`src/rtl/operand_skid_if.sv`:
```
// Valid/ready handshake bundle between the operand mux and the ALU/register-write stage.
interface operand_skid_if #(
  parameter int WIDTH = 16
);
  logic             flush;
  logic [WIDTH-1:0] in_data;
  logic             in_valid;
  logic             in_ready;
  logic [WIDTH-1:0] out_data;
  logic             out_valid;
  logic             out_ready;
  logic [1:0]       occupancy;

  modport slave (
    input  flush, in_data, in_valid, out_ready,
    output in_ready, out_data, out_valid, occupancy
  );

  modport master (
    output flush, in_data, in_valid, out_ready,
    input  in_ready, out_data, out_valid, occupancy
  );
endinterface

```
`src/rtl/operand_skid_buffer.sv`:
```
// Two-entry skid buffer: main register M drives the output, S absorbs one word when M stalls.
module operand_skid_buffer #(
  parameter int WIDTH = 16
) (
  input  logic          clk,
  input  logic          rst_n,
  operand_skid_if.slave bus
);
  typedef enum logic [1:0] {
    EMPTY = 2'd0,
    ONE   = 2'd1,
    TWO   = 2'd2
  } state_t;

  state_t           state_reg;
  logic [WIDTH-1:0] m_reg;
  logic [WIDTH-1:0] s_reg;
  logic             in_ready_reg;
  logic             out_valid_reg;
  logic [1:0]       occupancy_reg;

  logic accept;
  logic drain;

  // Handshakes use only registered status, so no combinational ready/valid path crosses the block.
  assign accept = bus.in_valid & in_ready_reg;
  assign drain  = out_valid_reg & bus.out_ready;

  always_ff @(posedge clk or negedge rst_n) begin
    if (!rst_n) begin
      state_reg     <= EMPTY;
      m_reg         <= '0;
      s_reg         <= '0;
      in_ready_reg  <= 1'b1;
      out_valid_reg <= 1'b0;
      occupancy_reg <= 2'd0;
    end else if (bus.flush) begin
      state_reg     <= EMPTY;
      in_ready_reg  <= 1'b1;
      out_valid_reg <= 1'b0;
      occupancy_reg <= 2'd0;
    end else begin
      unique case (state_reg)
        EMPTY: begin
          if (accept) begin
            m_reg         <= bus.in_data;
            state_reg     <= ONE;
            in_ready_reg  <= 1'b1;
            out_valid_reg <= 1'b1;
            occupancy_reg <= 2'd1;
          end
        end
        ONE: begin
          if (accept && drain) begin
            m_reg <= bus.in_data;
          end else if (accept) begin
            // M is stalled: park the new word behind it.
            s_reg         <= bus.in_data;
            state_reg     <= TWO;
            in_ready_reg  <= 1'b0;
            out_valid_reg <= 1'b1;
            occupancy_reg <= 2'd2;
          end else if (drain) begin
            state_reg     <= EMPTY;
            in_ready_reg  <= 1'b1;
            out_valid_reg <= 1'b0;
            occupancy_reg <= 2'd0;
          end
        end
        TWO: begin
          if (drain) begin
            m_reg         <= s_reg;
            state_reg     <= ONE;
            in_ready_reg  <= 1'b1;
            out_valid_reg <= 1'b1;
            occupancy_reg <= 2'd1;
          end
        end
        default: begin
          state_reg     <= EMPTY;
          in_ready_reg  <= 1'b1;
          out_valid_reg <= 1'b0;
          occupancy_reg <= 2'd0;
        end
      endcase
    end
  end

  assign bus.in_ready  = in_ready_reg;
  assign bus.out_valid = out_valid_reg;
  assign bus.out_data  = m_reg;
  assign bus.occupancy = occupancy_reg;
endmodule

```
`src/flat_wrapper.sv`:
```
// flat-port wrapper written by rule: the top's interface ports become plain ports
module operand_skid_buffer_flat 
#(
  parameter int WIDTH = 16
)
  (clk, rst_n, bus_flush, bus_in_data, bus_in_valid, bus_out_ready, bus_in_ready, bus_out_data, bus_out_valid, bus_occupancy);
  operand_skid_if #(.WIDTH(WIDTH)) bus_i ();
  input  logic clk;
  input  logic rst_n;
  input wire logic [$bits(bus_i.flush)-1:0] bus_flush;
  input wire logic [$bits(bus_i.in_data)-1:0] bus_in_data;
  input wire logic [$bits(bus_i.in_valid)-1:0] bus_in_valid;
  input wire logic [$bits(bus_i.out_ready)-1:0] bus_out_ready;
  output wire logic [$bits(bus_i.in_ready)-1:0] bus_in_ready;
  output wire logic [$bits(bus_i.out_data)-1:0] bus_out_data;
  output wire logic [$bits(bus_i.out_valid)-1:0] bus_out_valid;
  output wire logic [$bits(bus_i.occupancy)-1:0] bus_occupancy;
  assign bus_i.flush = bus_flush;
  assign bus_i.in_data = bus_in_data;
  assign bus_i.in_valid = bus_in_valid;
  assign bus_i.out_ready = bus_out_ready;
  assign bus_in_ready = bus_i.in_ready;
  assign bus_out_data = bus_i.out_data;
  assign bus_out_valid = bus_i.out_valid;
  assign bus_occupancy = bus_i.occupancy;
  operand_skid_buffer #(.WIDTH(WIDTH)) u_core (.clk(clk), .rst_n(rst_n), .bus(bus_i));
endmodule
```
`config.mk`:
```
export PLATFORM = sky130hd
export DESIGN_NAME = operand_skid_buffer_flat
export DESIGN_NICKNAME = d
export VERILOG_FILES = /design/src/rtl/operand_skid_if.sv /design/src/rtl/operand_skid_buffer.sv /design/src/flat_wrapper.sv
export SDC_FILE = /design/constraint.sdc
export NUM_CORES = 1
export LEC_CHECK = 0
export ABC_AREA = 1
export BUFFER_PORTS_ARGS = -buffer_cell sky130_fd_sc_hd__buf_4
export CELL_PAD_IN_SITES_DETAIL_PLACEMENT = 1
export CELL_PAD_IN_SITES_GLOBAL_PLACEMENT = 1
export CORE_MARGIN = 2
export CORE_UTILIZATION = 25
export CTS_CLUSTER_SIZE = 28
export DETAILED_ROUTE_END_ITERATION = 8
export PLACE_DENSITY = 0.59
export SLEW_MARGIN = 5
export SYNTH_ARGS = -nofsm -noshare
export SYNTH_HDL_FRONTEND = slang
export SYNTH_SLANG_ARGS = --single-unit
```
`constraint.sdc`:
```
create_clock -name clk -period 1.7 [get_ports clk]
set_input_delay 0.17 -clock clk [delete_from_list [all_inputs] [get_ports clk]]
set_output_delay 0.17 -clock clk [all_outputs]
set_load 0.02 [all_outputs]
```
# Word-level counts from Yosys, hierarchy flattened
# Cells that the tools add are included.
[word_totals]
reg_bits = 36
latchBits = 0
ram_bits = 0
mem_bits_ro = 0
output_inout_bits = 20
elab_cells = 48
n_memories = 0
[op_classes]
add_sub_neg = 0
mul = 0
n_div = 0
order_cmp = 0
eq_ne = 9
shift = 0
n_mux = 23
bitwise_logic = 4
reduce_logical = 7
[ops]
columns = ["operator", "n"]
rows = [
  ["2-to-1 mux 16 bit", 3],
  ["case mux 16 bit (3 select lines)", 1],
  ["2-to-1 mux 2 bit", 6],
  ["2-to-1 mux 1 bit", 10],
  ["AND reduction 4 bit", 2],
  ["!= test 2 x 1 -> 1 bit (second input constant)", 3],
  ["!= test 3 x 2 -> 1 bit (second input constant)", 2],
  ["case mux 1 bit (3 select lines)", 2],
  ["case mux 2 bit (3 select lines)", 1],
  ["AND reduction 5 bit", 1],
  ["!= test 4 x 2 -> 1 bit (second input constant)", 1],
  ["!= test 3 bit (second input constant)", 1],
  ["nonzero test 3 bit", 1],
  ["AND 1 bit", 2],
  ["equality test 2 x 1 -> 1 bit (second input constant)", 1],
  ["equality test 2 bit (second input constant)", 1],
  ["logical NOT 2 bit", 1],
  ["NOT 1 bit", 2],
  ["AND reduction 2 bit", 1],
  ["logical AND 1 bit", 1],
]

# Longest topological paths before layout
# Gate-level depths: netlist of run 1.
[logic_depth]
ltp_word = 6
depth_mapped = 9

# Worst setup path before layout of run 1
# OpenSTA, ideal clock, no wires.
[synth_path]
path_type = "reg-to-reg"
start = "register u_core.state_reg[0]"
end = "register u_core.m_reg[0], in the netlist u_core.bus.out_data[0]"
setup_ps = 117
arrival_time_ps = 1448
required_ps = 1583
setup_slack_ps = 135
stages_incl_launch_ff = 10
period_less_slack_ps = 1565
path_cell_list = "dfrtp_1 inv_1 ha_1 nand2_2 nand2_2 nor2_2 nand2_2 buf_6 nand2_1 nand2_1"
[synth_between]
elab_chain_cells = 3
[synth_rtl]
columns = ["item", "line_no", "rtl"]
rows = [
  ["start, declared", "operand_skid_buffer.sv:15", "state_t state_reg;"],
  ["start signal, assigned", "operand_skid_buffer.sv:31", "state_reg <= EMPTY;"],
  ["start signal, assigned", "operand_skid_buffer.sv:38", "state_reg <= EMPTY;"],
  ["start signal, assigned", "operand_skid_buffer.sv:47", "state_reg <= ONE;"],
  ["equality test 2 bit (tied with other cells)", "operand_skid_buffer.sv:43", "unique case (state_reg)"],
  ["!= test 2 x 1 -> 1 bit (no line) or nonzero test 3 bit (tied branches)", "-", ""],
  ["AND reduction 5 bit (no line)", "-", ""],
  ["end signal, assigned", "operand_skid_buffer.sv:46", "m_reg <= bus.in_data;"],
  ["end signal, assigned", "operand_skid_buffer.sv:55", "m_reg <= bus.in_data;"],
  ["end signal, assigned", "operand_skid_buffer.sv:72", "m_reg <= s_reg;"],
  ["end, declared", "operand_skid_buffer.sv:16", "logic [WIDTH-1:0] m_reg;"],
]
# Several ways; a longest one is shown, not always the timed one.
# A chain may end at the register's enable or synchronous reset.

# Worst setup path after layout of run 1
[layout_path]
start = "register u_core.state_reg[0]"
end = "register u_core.m_reg[8], in the netlist u_core.bus.out_data[8]"
# The elaborated chain is that of the path after synthesis.

==> qor.yml, run 1 <==
status: "finished clean"
path_delay_family: "flip-flops"
gp_congestion: 0.719
areaGrowthSynthToFinish_pct: 30.6
crit_top_cell: "nand2_1"
crit_slowest_cell: "dfrtp_2"
io_pins: 41
wire_per_inst_um: 12.0
die_h_um: 88.9
path_class: "register to register"
fin_ws_ns: 0.113
grt_pass1_wl_um: 7130
clock-root-buffer: "clkbuf_8"
vdd_ir_drop_max_mv: 0.419
cts_htree_levels: 2
p_per_area_nw_per_um2: 1650
numCtsBuffers: 5
leakagePower_nw: 1.21
final.min_clock_period_ns: 1.59
cpPeakStageDelay_ns: 0.45
slew_headroom: 0.679
min-delay-start: "bus_in_data[10]"
yosysTopAreaCell: "dfrtp_1"
synth_cells: 231
antenna_left: 0
die_w_um: 88.9
seq_area_frac_synth: 0.500
ys_types: 18
async_flop_share: 1.00
ys_top_cells_by_area: "dfrtp_1 49%, nand2_1 18%, o21ai_0 6.9%, inv_1 5.2%, ha_1 3.5%"
num_antenna_cells: 0
routed_wl_um: 4500
cts_tree: "done"
finalMaxSlewViolations: 0
r2r_start: "u_core.state_reg[0]$_DFFE_PN0P_"
worst_setup_path_end_kind: "register"
synth_edf_count: 0
yosysMostFrequentCell: "nand2_1"
track_usage: 0.119
setup_viol: 0
first_pass_iters: 4
r2r-end: "u_core.bus.out_data[8]$_DFFE_PN0P_"
clkTransAtPathRegs_ns: 0.08
cp.required_ns: 1.93
setup-tns-final_ns: 0
fillers: 852
netlist.area_leader.share: 0.486
crit_fanout: 7
syn_nets: 257
cp_cell_sequence: "inv_1 > ha_2 > clkinvlp_4 > o21ai_0 > nand2_1 > nand2_1"
reg2reg_slack_ns: 0.11
grt_overflow: 0
cp_data_arrival_time_ns: 1.81
ys_warn_count: 0
finalCritPeriodShare: 0.934
hold_violations: 0
coreArea_um2: 6870
syn-mean-instance-area_um2: 7.81
ys_top_cells_by_count: "88 x nand2_1, 35 x dfrtp_1, 25 x inv_1, 25 x o21ai_0, 16 x nor2_1"
worstMarginPinSlew_ns: 0.481
fp-row-count: 30
critPathLaunchType: "register"
final_nets: 303
grt_max_degree: 37
place_ws_ns: 0.0493
clock_path_buffers: 2
die_area_um2: 7910
antenna_found_initial: 0
multi_input_area_um2: 756
final_layout_size_suffix_gt1_frac: 0.252
drc: 0
drt_iter0_drc: 30
ys.flop_type: "dfrtp_1"
num_vias: 1518
worstHoldPathType: "input pin to register"
reg2reg_depth: 6
rsz0062_at_grt: "false"
netlist_area_um2: 1800
min_to: "u_core.s_reg[10]$_DFFE_PN0P_"
numPortBuffers: 40
hold_depth: 3
drv_cap: 0
clock_sinks: 36
clk_latency_ns: 0.29
ys_ff_latch: 36
grt_pass1_vias: 1484
skew_ns: 0.00593
start_util: 0.262
vias_per_cell: 4.06
dp_hpwl_um: 3320
regArea_um2: 903
crit_buf_inv: 2
power_mw: 3.89
max_freq_mhz: 630
==> cells in the final DEF (no fill, tap or decap) <==
cell,count
dfrtp_2,1
a21oi_2,2
nand3_1,6
nand2_2,4
dlygate4sd3_1,1
dfrtp_1,34
nor2_1,16
nand2_4,1
dfstp_2,1
inv_2,1
nor2_2,2
o21ai_0,24
o21ai_1,1
clkinvlp_4,3
inv_1,24
nor2_4,3
clkbuf_1,1
a21oi_1,9
buf_12,2
buf_4,43
clkbuf_8,6
nand2_1,88
ha_1,4
ha_2,1
==> power breakdown <==
part / internal [mW] / leakage (nW) / switching (mW)
Clock: 0.330 / 0.0445 / 0.321
Combinational: 0.701 / 0.738 / 1.05
Sequential: 1.28 / 0.432 / 0.220
==> metal layers <==
| metal | track usage | share of wire | wire length, µm | vias to the layer above |
|---|---|---|---|---|
| met4 | 0.0331 | 0.012 | 55 | 0 |
| met3 | 0.0286 | 0.031 | 139 | 6 |
| li1 | - | - | - | 799 |
| met5 | 0 | 0 | 0 | - |
| met2 | 0.178 | 0.43 | 1940 | 26 |
| met1 | 0.173 | 0.52 | 2360 | 687 |
==> cell type report <==
type | instances | share of cell area
Multi-Input combinational cell | 161 | 0.321
Timing Repair Buffer | 46 | 0.158
Tap cell | 96 | 0.0510
Clock buffer | 7 | 0.0367
Timing Repair inverter | 1 | 0.00319
Inverter | 26 | 0.0430
Clock inverter | 1 | 0.00319
Sequential cell | 36 | 0.384
==> cells by family (layout without fill, tap and decap cells) <==
family / after synthesis / in the layout / share of synthesized area
AOI/OAI and AO/OA: 36 / 36 / 0.102
buffers and inverters: 34 / 81 / 0.0867
and+or+nand+nor: 120 / 120 / 0.276
adders and majority gates: 5 / 5 / 0.0347
DFF: 36 / 36 / 0.500
==> how the worst max path moves through the flow <==
stage                               startpoint                             endpoint  slack [ns]  cells after the start
2_1_floorplan  u_core.state_reg[0]$_DFFE_PN0P_   u_core.bus.out_data[0]$_DFFE_PN0P_        0.14                      9
3_3_place_gp   u_core.state_reg[0]$_DFFE_PN0P_  u_core.bus.out_data[11]$_DFFE_PN0P_         0.1                      6
3_5_place_dp   u_core.state_reg[0]$_DFFE_PN0P_   u_core.bus.out_data[9]$_DFFE_PN0P_        0.05                      6
4_1_cts        u_core.state_reg[0]$_DFFE_PN0P_   u_core.bus.out_data[9]$_DFFE_PN0P_        0.02                      6
5_1_grt        u_core.state_reg[0]$_DFFE_PN0P_   u_core.bus.out_data[8]$_DFFE_PN0P_       0.004                      6
6_report       u_core.state_reg[0]$_DFFE_PN0P_   u_core.bus.out_data[8]$_DFFE_PN0P_        0.11                      6
==> metrics by stage <==
step	cells	hold WS, ns	instance area, µm²	util
after floorplan	231	-0.126	1800	-
after CTS	372	0.0957	2310	0.336
after global placement	363	0.171	2210	0.321
after detailed placement	363	0.168	2210	0.321
after global routing	374	0.110	2350	0.343
final	374	0.104	2350	0.343
==> timing repair <==
item / 4_1_cts / 5_1_grt
hold endpoints to repair: 35 / 0
endpoints found under the setup margin: 0 / 19
resized for setup: 0 / 7
hold buffers: 1 / 0
setup buffers: 0 / 1
==> worst reg2reg max path, cell delays in order, from the launching register on <==
cell	delay, ns
dfrtp_2	0.45
inv_1	0.10
ha_2	0.33
clkinvlp_4	0.22
o21ai_0	0.29
nand2_1	0.08
nand2_1	0.06
Note: power is estimated with default switching activity, not from simulation.
==> run 2, diff against run 1 <==
--- a/config.mk
+++ b/config.mk
@@ -13,6 +13,7 @@
 export CORE_UTILIZATION = 25
 export CTS_CLUSTER_SIZE = 28
 export DETAILED_ROUTE_END_ITERATION = 8
+export MAX_ROUTING_LAYER = met4
 export PLACE_DENSITY = 0.59
 export SLEW_MARGIN = 5
 export SYNTH_ARGS = -nofsm -noshare
==> run 2 against run 1 <==
Non-clock buffer count stayed put. Worst setup slack better by 0.0055 ns. Core utilization stayed put. Clock-buffer cell count stayed put. Sequential share of layout area stayed put. Largest cell class unchanged.
==> qor.yml, run 2 (synthesis results as in run 1) <==
grt_overflow: 0  # unchanged
path_delay_family: "flip-flops"  # unchanged
final_nets: 303  # unchanged
rsz0062_at_grt: "false"  # unchanged
clock_sinks: 36  # unchanged
cp_data_arrival_time_ns: 1.81  # about the same
gp_congestion: 0.728  # was 0.719
slew_headroom: 0.680  # was 0.679
layout_commonest_cell: "nand2_1"  # unchanged
antenna_found_initial: 0  # unchanged
p_per_area_nw_per_um2: 1650  # about the same
critPathLaunchType: "register"  # unchanged
drv_cap: 0  # unchanged
drt_iter0_drc: 31  # was 30
track_usage: 0.123  # was 0.119
dp_hpwl_um: 3320  # unchanged
leakagePower_nw: 1.21  # unchanged
fp-row-count: 30  # unchanged
fillers: 852  # unchanged
vdd_ir_drop_max_mv: 0.419  # about the same
first_pass_iters: 4  # unchanged
final_layout_size_suffix_gt1_frac: 0.252  # unchanged
setup-tns-final_ns: 0  # unchanged
cp.required_ns: 1.93  # about the same
crit_cells: 6  # unchanged
hold_ws_ns: 0.104  # about the same
worstMarginPinSlew_ns: 0.481  # about the same
cts_htree_levels: 2  # unchanged
hold_violations: 0  # unchanged
vias_per_cell: 4.07  # was 4.06
numPortBuffers: 40  # unchanged
finalCritPeriodShare: 0.931  # was 0.934
finalMaxSlewViolations: 0  # unchanged
setup_viol: 0  # unchanged
reg2reg_depth: 6  # unchanged
path_class: "register to register"  # unchanged
die_h_um: 88.9  # unchanged
worst_setup_path_end_kind: "register"  # unchanged
cp_cell_sequence: "inv_1 > ha_2 > clkinvlp_4 > o21ai_0 > nand2_1 > nand2_1"  # unchanged
clk_latency_ns: 0.29  # about the same
die_area_um2: 7910  # unchanged
clkTransAtPathRegs_ns: 0.08  # about the same
final.min_clock_period_ns: 1.58  # was 1.59 ns
start_util: 0.262  # unchanged
worstHoldPathType: "input pin to register"  # unchanged
status: "finished clean"  # unchanged
crit_top_cell: "nand2_1"  # unchanged
instances_no_fill: 374  # unchanged
crit_buf_inv: 2  # unchanged
skew_ns: 0.00584  # was 0.00593 ns
crit_slowest_cell: "dfrtp_2"  # unchanged
grt_pass1_vias: 1483  # was 1484
final_cell_mix: "88 x nand2_1, 43 x buf_4, 34 x dfrtp_1"  # unchanged
numCtsBuffers: 5  # unchanged
cts_tree: "done"  # unchanged
cpPeakStageDelay_ns: 0.45  # about the same
grt_max_degree: 37  # unchanged
grt_pass1_wl_um: 7120  # was 7130 µm
drc: 0  # unchanged
regArea_um2: 903  # unchanged
antenna_left: 0  # unchanged
num_vias: 1522  # was 1518
clock_path_buffers: 2  # unchanged
dp_cells: 363  # unchanged
crit_fanout: 7  # unchanged
max_freq_mhz: 632  # was 630 MHz
coreArea_um2: 6870  # unchanged
routed_wl_um: 4490  # was 4500 µm
hold_depth: 3  # unchanged
die_w_um: 88.9  # unchanged
wire_per_inst_um: 12.0  # about the same
multi_input_area_um2: 756  # unchanged
clock-root-buffer: "clkbuf_8"  # unchanged
io_pins: 41  # unchanged
areaGrowthSynthToFinish_pct: 30.6  # unchanged
num_antenna_cells: 0  # unchanged
-- run 2: what timing repair did --
action / 4_1_cts / 5_1_grt
setup buffers: 0 / 1
hold buffers: 1 / 0
hold endpoints to repair: 35 / 0
endpoints found under the setup margin: 0 / 19
resized for setup: 0 / 7
-- run 2: per-layer routing --
layer,share of wire,vias up,GRT usage
met3,0.031,6,0.0286
met5,0,-,-
met4,0.012,0,0.0331
li1,-,799,-
met1,0.52,691,0.173
met2,0.43,26,0.177
-- run 2: worst reg2reg max path, stage by stage (launching register included) --
cell and delay, ns:
dfrtp_2 0.45, inv_1 0.10, ha_2 0.33, clkinvlp_4 0.22, o21ai_0 0.28, nand2_1 0.08, nand2_1 0.06
-- run 2: layout make-up --
type                    instances  area share
inverters                      26      0.0430
repair buffers                 46       0.158
flip-flops and latches         36       0.384
well taps                      96      0.0510
clock inverters                 1     0.00319
multi-input cells             161       0.321
clock buffers                   7      0.0367
repair inverters                1     0.00319
-- run 2: worst paths after layout --
kind | slack (ns) | to | from
worst max-delay path | 0.12 | u_core.bus.out_data[8]$_DFFE_PN0P_ | u_core.state_reg[0]$_DFFE_PN0P_
worst min-delay path | 0.10 | u_core.s_reg[10]$_DFFE_PN0P_ | bus_in_data[10]
worst max register to register | 0.12 | u_core.bus.out_data[8]$_DFFE_PN0P_ | u_core.state_reg[0]$_DFFE_PN0P_
worst min register to register | 0.48 | u_core.bus.out_data[13]$_DFFE_PN0P_ | u_core.bus.out_data[13]$_DFFE_PN0P_
max in group asynchronous | 0.97 | u_core.state_reg[0]$_DFFE_PN0P_ | rst_n
min in group asynchronous | 0.38 | u_core.state_reg[0]$_DFFE_PN0P_ | rst_n
-- run 2: where the power goes --
| part | internal, mW | switching (mW) | leakage (nW) |
|---|---|---|---|
| Combinational | 0.701 | 1.04 | 0.738 |
| Sequential | 1.28 | 0.220 | 0.432 |
| Clock | 0.330 | 0.315 | 0.0445 |
-- run 2: through the flow --
stage                     worst slack (ns)  power [mW]  utilization  cell area, µm²
final                                0.118        3.89        0.343            2350
after global routing               0.00413        4.22        0.343            2350
after CTS                           0.0248        3.87        0.336            2310
after detailed placement            0.0493        3.21        0.321            2210
after global placement              0.0988        3.17        0.321            2210
after floorplan                      0.135        2.58            -            1800
==> run 3, diff against run 2 <==
--- a/config.mk
+++ b/config.mk
@@ -13,7 +13,6 @@
 export CORE_UTILIZATION = 25
 export CTS_CLUSTER_SIZE = 28
 export DETAILED_ROUTE_END_ITERATION = 8
-export MAX_ROUTING_LAYER = met4
 export PLACE_DENSITY = 0.59
 export SLEW_MARGIN = 5
 export SYNTH_ARGS = -nofsm -noshare
==> constraint.sdc (replaced) <==
create_clock -name clk -period 1.8 [get_ports clk]
set_input_delay 0.18 -clock clk [delete_from_list [all_inputs] [get_ports clk]]
set_output_delay 0.18 -clock clk [all_outputs]
set_load 0.02 [all_outputs]
==> run 3 against run 2 <==
Sequential share of layout area up 0.15 points. Worst setup slack better by 0.064 ns. Critical path depth is 2 higher. Clock-buffer cell count is the same. Global-route usage grew 0.25 points. Critical endpoint is now u_core.bus.out_data[0]$_DFFE_PN0P_. Largest cell class unchanged.
==> qor.yml, run 3 (synthesis results as in run 1) <==
die_w_um: 88.9  # unchanged
grt_pass1_vias: 1520  # was 1483
final.min_clock_period_ns: 1.62  # was 1.58 ns
crit_slowest_cell: "dfrtp_1"  # was dfrtp_2
grt_overflow: 0  # unchanged
critPathLaunchType: "register"  # unchanged
numCtsBuffers: 5  # unchanged
worstHoldPathType: "input pin to register"  # unchanged
clkTransAtPathRegs_ns: 0.07  # was 0.08 ns
numPortBuffers: 40  # unchanged
vias_per_cell: 4.10  # was 4.07
critPathCapture: "u_core.bus.out_data[0]$_DFFE_PN0P_"  # was u_core.bus.out_data[8]$_DFFE_PN0P_
skew_ns: 0.00458  # was 0.00584 ns
vdd_ir_drop_max_mv: 0.337  # was 0.419 mV
crit_buf_inv: 3  # was 2
clock-root-buffer: "clkbuf_8"  # unchanged
antenna_left: 0  # unchanged
reg2reg_depth: 8  # was 6
final_layout_size_suffix_gt1_frac: 0.242  # was 0.252
cpPeakStageDelay_ns: 0.44  # was 0.45 ns
dp_hpwl_um: 3340  # was 3320 µm
max_freq_mhz: 618  # was 632 MHz
cp_data_arrival_time_ns: 1.80  # was 1.81 ns
worstMarginPinSlew_ns: 0.491  # was 0.481 ns
num_vias: 1528  # was 1522
track_usage: 0.125  # was 0.123
finalCritPeriodShare: 0.899  # was 0.931
status: "finished clean"  # unchanged
antenna_found_initial: 0  # unchanged
wire_per_inst_um: 12.1  # was 12.0 µm
cp_cell_sequence: "inv_1 > ha_1 > inv_1 > a21oi_1 > nor2_4 > buf_12 > nand2_1 > nand2_1"  # was inv_1 > ha_2 > clkinvlp_4 > o21ai_0 > nand2_1 > nand2_1
coreArea_um2: 6870  # unchanged
start_util: 0.262  # unchanged
crit_fanout: 16  # was 7
worst_setup_path_end_kind: "register"  # unchanged
hold_ws_ns: 0.119  # was 0.104 ns
grt_max_degree: 37  # unchanged
clock_sinks: 36  # unchanged
grt_pass1_wl_um: 7480  # was 7120 µm
r2r_start: "u_core.state_reg[1]$_DFFE_PN0P_"  # was u_core.state_reg[0]$_DFFE_PN0P_
first_pass_iters: 4  # unchanged
slew_headroom: 0.673  # was 0.680
drc: 0  # unchanged
gp_congestion: 0.759  # was 0.728
areaGrowthSynthToFinish_pct: 29.9  # was 30.6%
hold_violations: 0  # unchanged
critPathLaunch: "u_core.state_reg[1]$_DFFE_PN0P_"  # was u_core.state_reg[0]$_DFFE_PN0P_
die_area_um2: 7910  # unchanged
final_nets: 302  # was 303
cp.required_ns: 1.98  # was 1.93 ns
fillers: 861  # was 852
drt_iter0_drc: 56  # was 31
drv_cap: 0  # unchanged
die_h_um: 88.9  # unchanged
layout_commonest_cell: "nand2_1"  # unchanged
p_per_area_nw_per_um2: 1560  # was 1650 nW/µm²
fp-row-count: 30  # unchanged
cts_htree_levels: 2  # unchanged
io_pins: 41  # unchanged
clock_path_buffers: 2  # unchanged
r2r-end: "u_core.bus.out_data[0]$_DFFE_PN0P_"  # was u_core.bus.out_data[8]$_DFFE_PN0P_
finalMaxSlewViolations: 0  # unchanged
final_cell_mix: "88 x nand2_1, 43 x buf_4, 35 x dfrtp_1"  # was 88 x nand2_1, 43 x buf_4, 34 x dfrtp_1
reg2reg_slack_ns: 0.18  # was 0.12 ns
path_class: "register to register"  # unchanged
clk_latency_ns: 0.28  # was 0.29 ns
crit_cells: 8  # was 6
routed_wl_um: 4510  # was 4490 µm
path_delay_family: "flip-flops"  # unchanged
instances_no_fill: 373  # was 374
dp_cells: 363  # unchanged
leakagePower_nw: 1.22  # was 1.21 nW
setup_viol: 0  # unchanged
cts_tree: "done"  # unchanged
num_antenna_cells: 0  # unchanged
run 3: layer usage:
layer  global-route usage  vias to the layer above  wire length, µm
li1                     -                      799                -
met1                0.184                      698             2390
met2                0.180                       27             1920
met3               0.0222                        4              142
met4               0.0537                        0               62
met5                    0                        -                0
run 3: how the worst min path moves through the flow:
| stage | from | endpoint | slack, ns | cells past startpoint |
|---|---|---|---|---|
| after floorplan | rst_n | u_core.bus.out_data[0]$_DFFE_PN0P_ | -0.12 | 0 |
| after global placement | rst_n | u_core.state_reg[1]$_DFFE_PN0P_ | 0.18 | 1 |
| after detailed placement | rst_n | u_core.state_reg[1]$_DFFE_PN0P_ | 0.19 | 1 |
| after CTS | bus_in_data[10] | u_core.s_reg[10]$_DFFE_PN0P_ | 0.11 | 3 |
| after global routing | bus_in_data[10] | u_core.s_reg[10]$_DFFE_PN0P_ | 0.12 | 3 |
| final | bus_in_data[10] | u_core.s_reg[10]$_DFFE_PN0P_ | 0.12 | 3 |
run 3: worst reg2reg max path: cells and delay by family, from the launching register on:
kind / cells / cell delay, ns
fa+ha+maj: 1 / 0.26
simple gates: 3 / 0.20
compound gates: 1 / 0.25
flops: 1 / 0.44
buf+inv: 3 / 0.37
run 3: timing repair:
| action | CTS | global route |
|---|---|---|
| setup buffers | 0 | 1 |
| endpoints found under the hold margin | 35 | 0 |
| hold buffers | 1 | 0 |
| endpoints found under the setup margin | 0 | 16 |
| gates resized for setup | 0 | 3 |
run 3: where the power goes:
| group | switching [mW] | internal, mW | total [mW] |
|---|---|---|---|
| logic | 0.991 | 0.656 | 1.65 |
| clock network | 0.286 | 0.311 | 0.597 |
| registers | 0.205 | 1.20 | 1.41 |
| total | 1.48 | 2.17 | 3.65 |
run 3: through the flow:
step / utilization / power, mW / TNS (ns) / setup WS (ns) / cell area [µm²]
after floorplan: - / 2.44 / 0 / 0.235 / 1800
after global placement: 0.321 / 3.02 / 0 / 0.143 / 2210
after detailed placement: 0.321 / 3.05 / 0 / 0.0985 / 2210
after CTS: 0.336 / 3.67 / 0 / 0.0869 / 2310
after global routing: 0.341 / 4.01 / -0.00358 / -0.00303 / 2340
final: 0.341 / 3.65 / 0 / 0.182 / 2340
run 3: final cells by class:
cell class	count	area, µm²	share of cell area
flip-flops and latches	36	902	0.385
multi-input cells	161	752	0.321
repair buffers	46	373	0.159
well taps	96	120	0.0513
inverters	26	101	0.0433
clock buffers	7	86.3	0.0369
clock inverters	1	7.51	0.00321
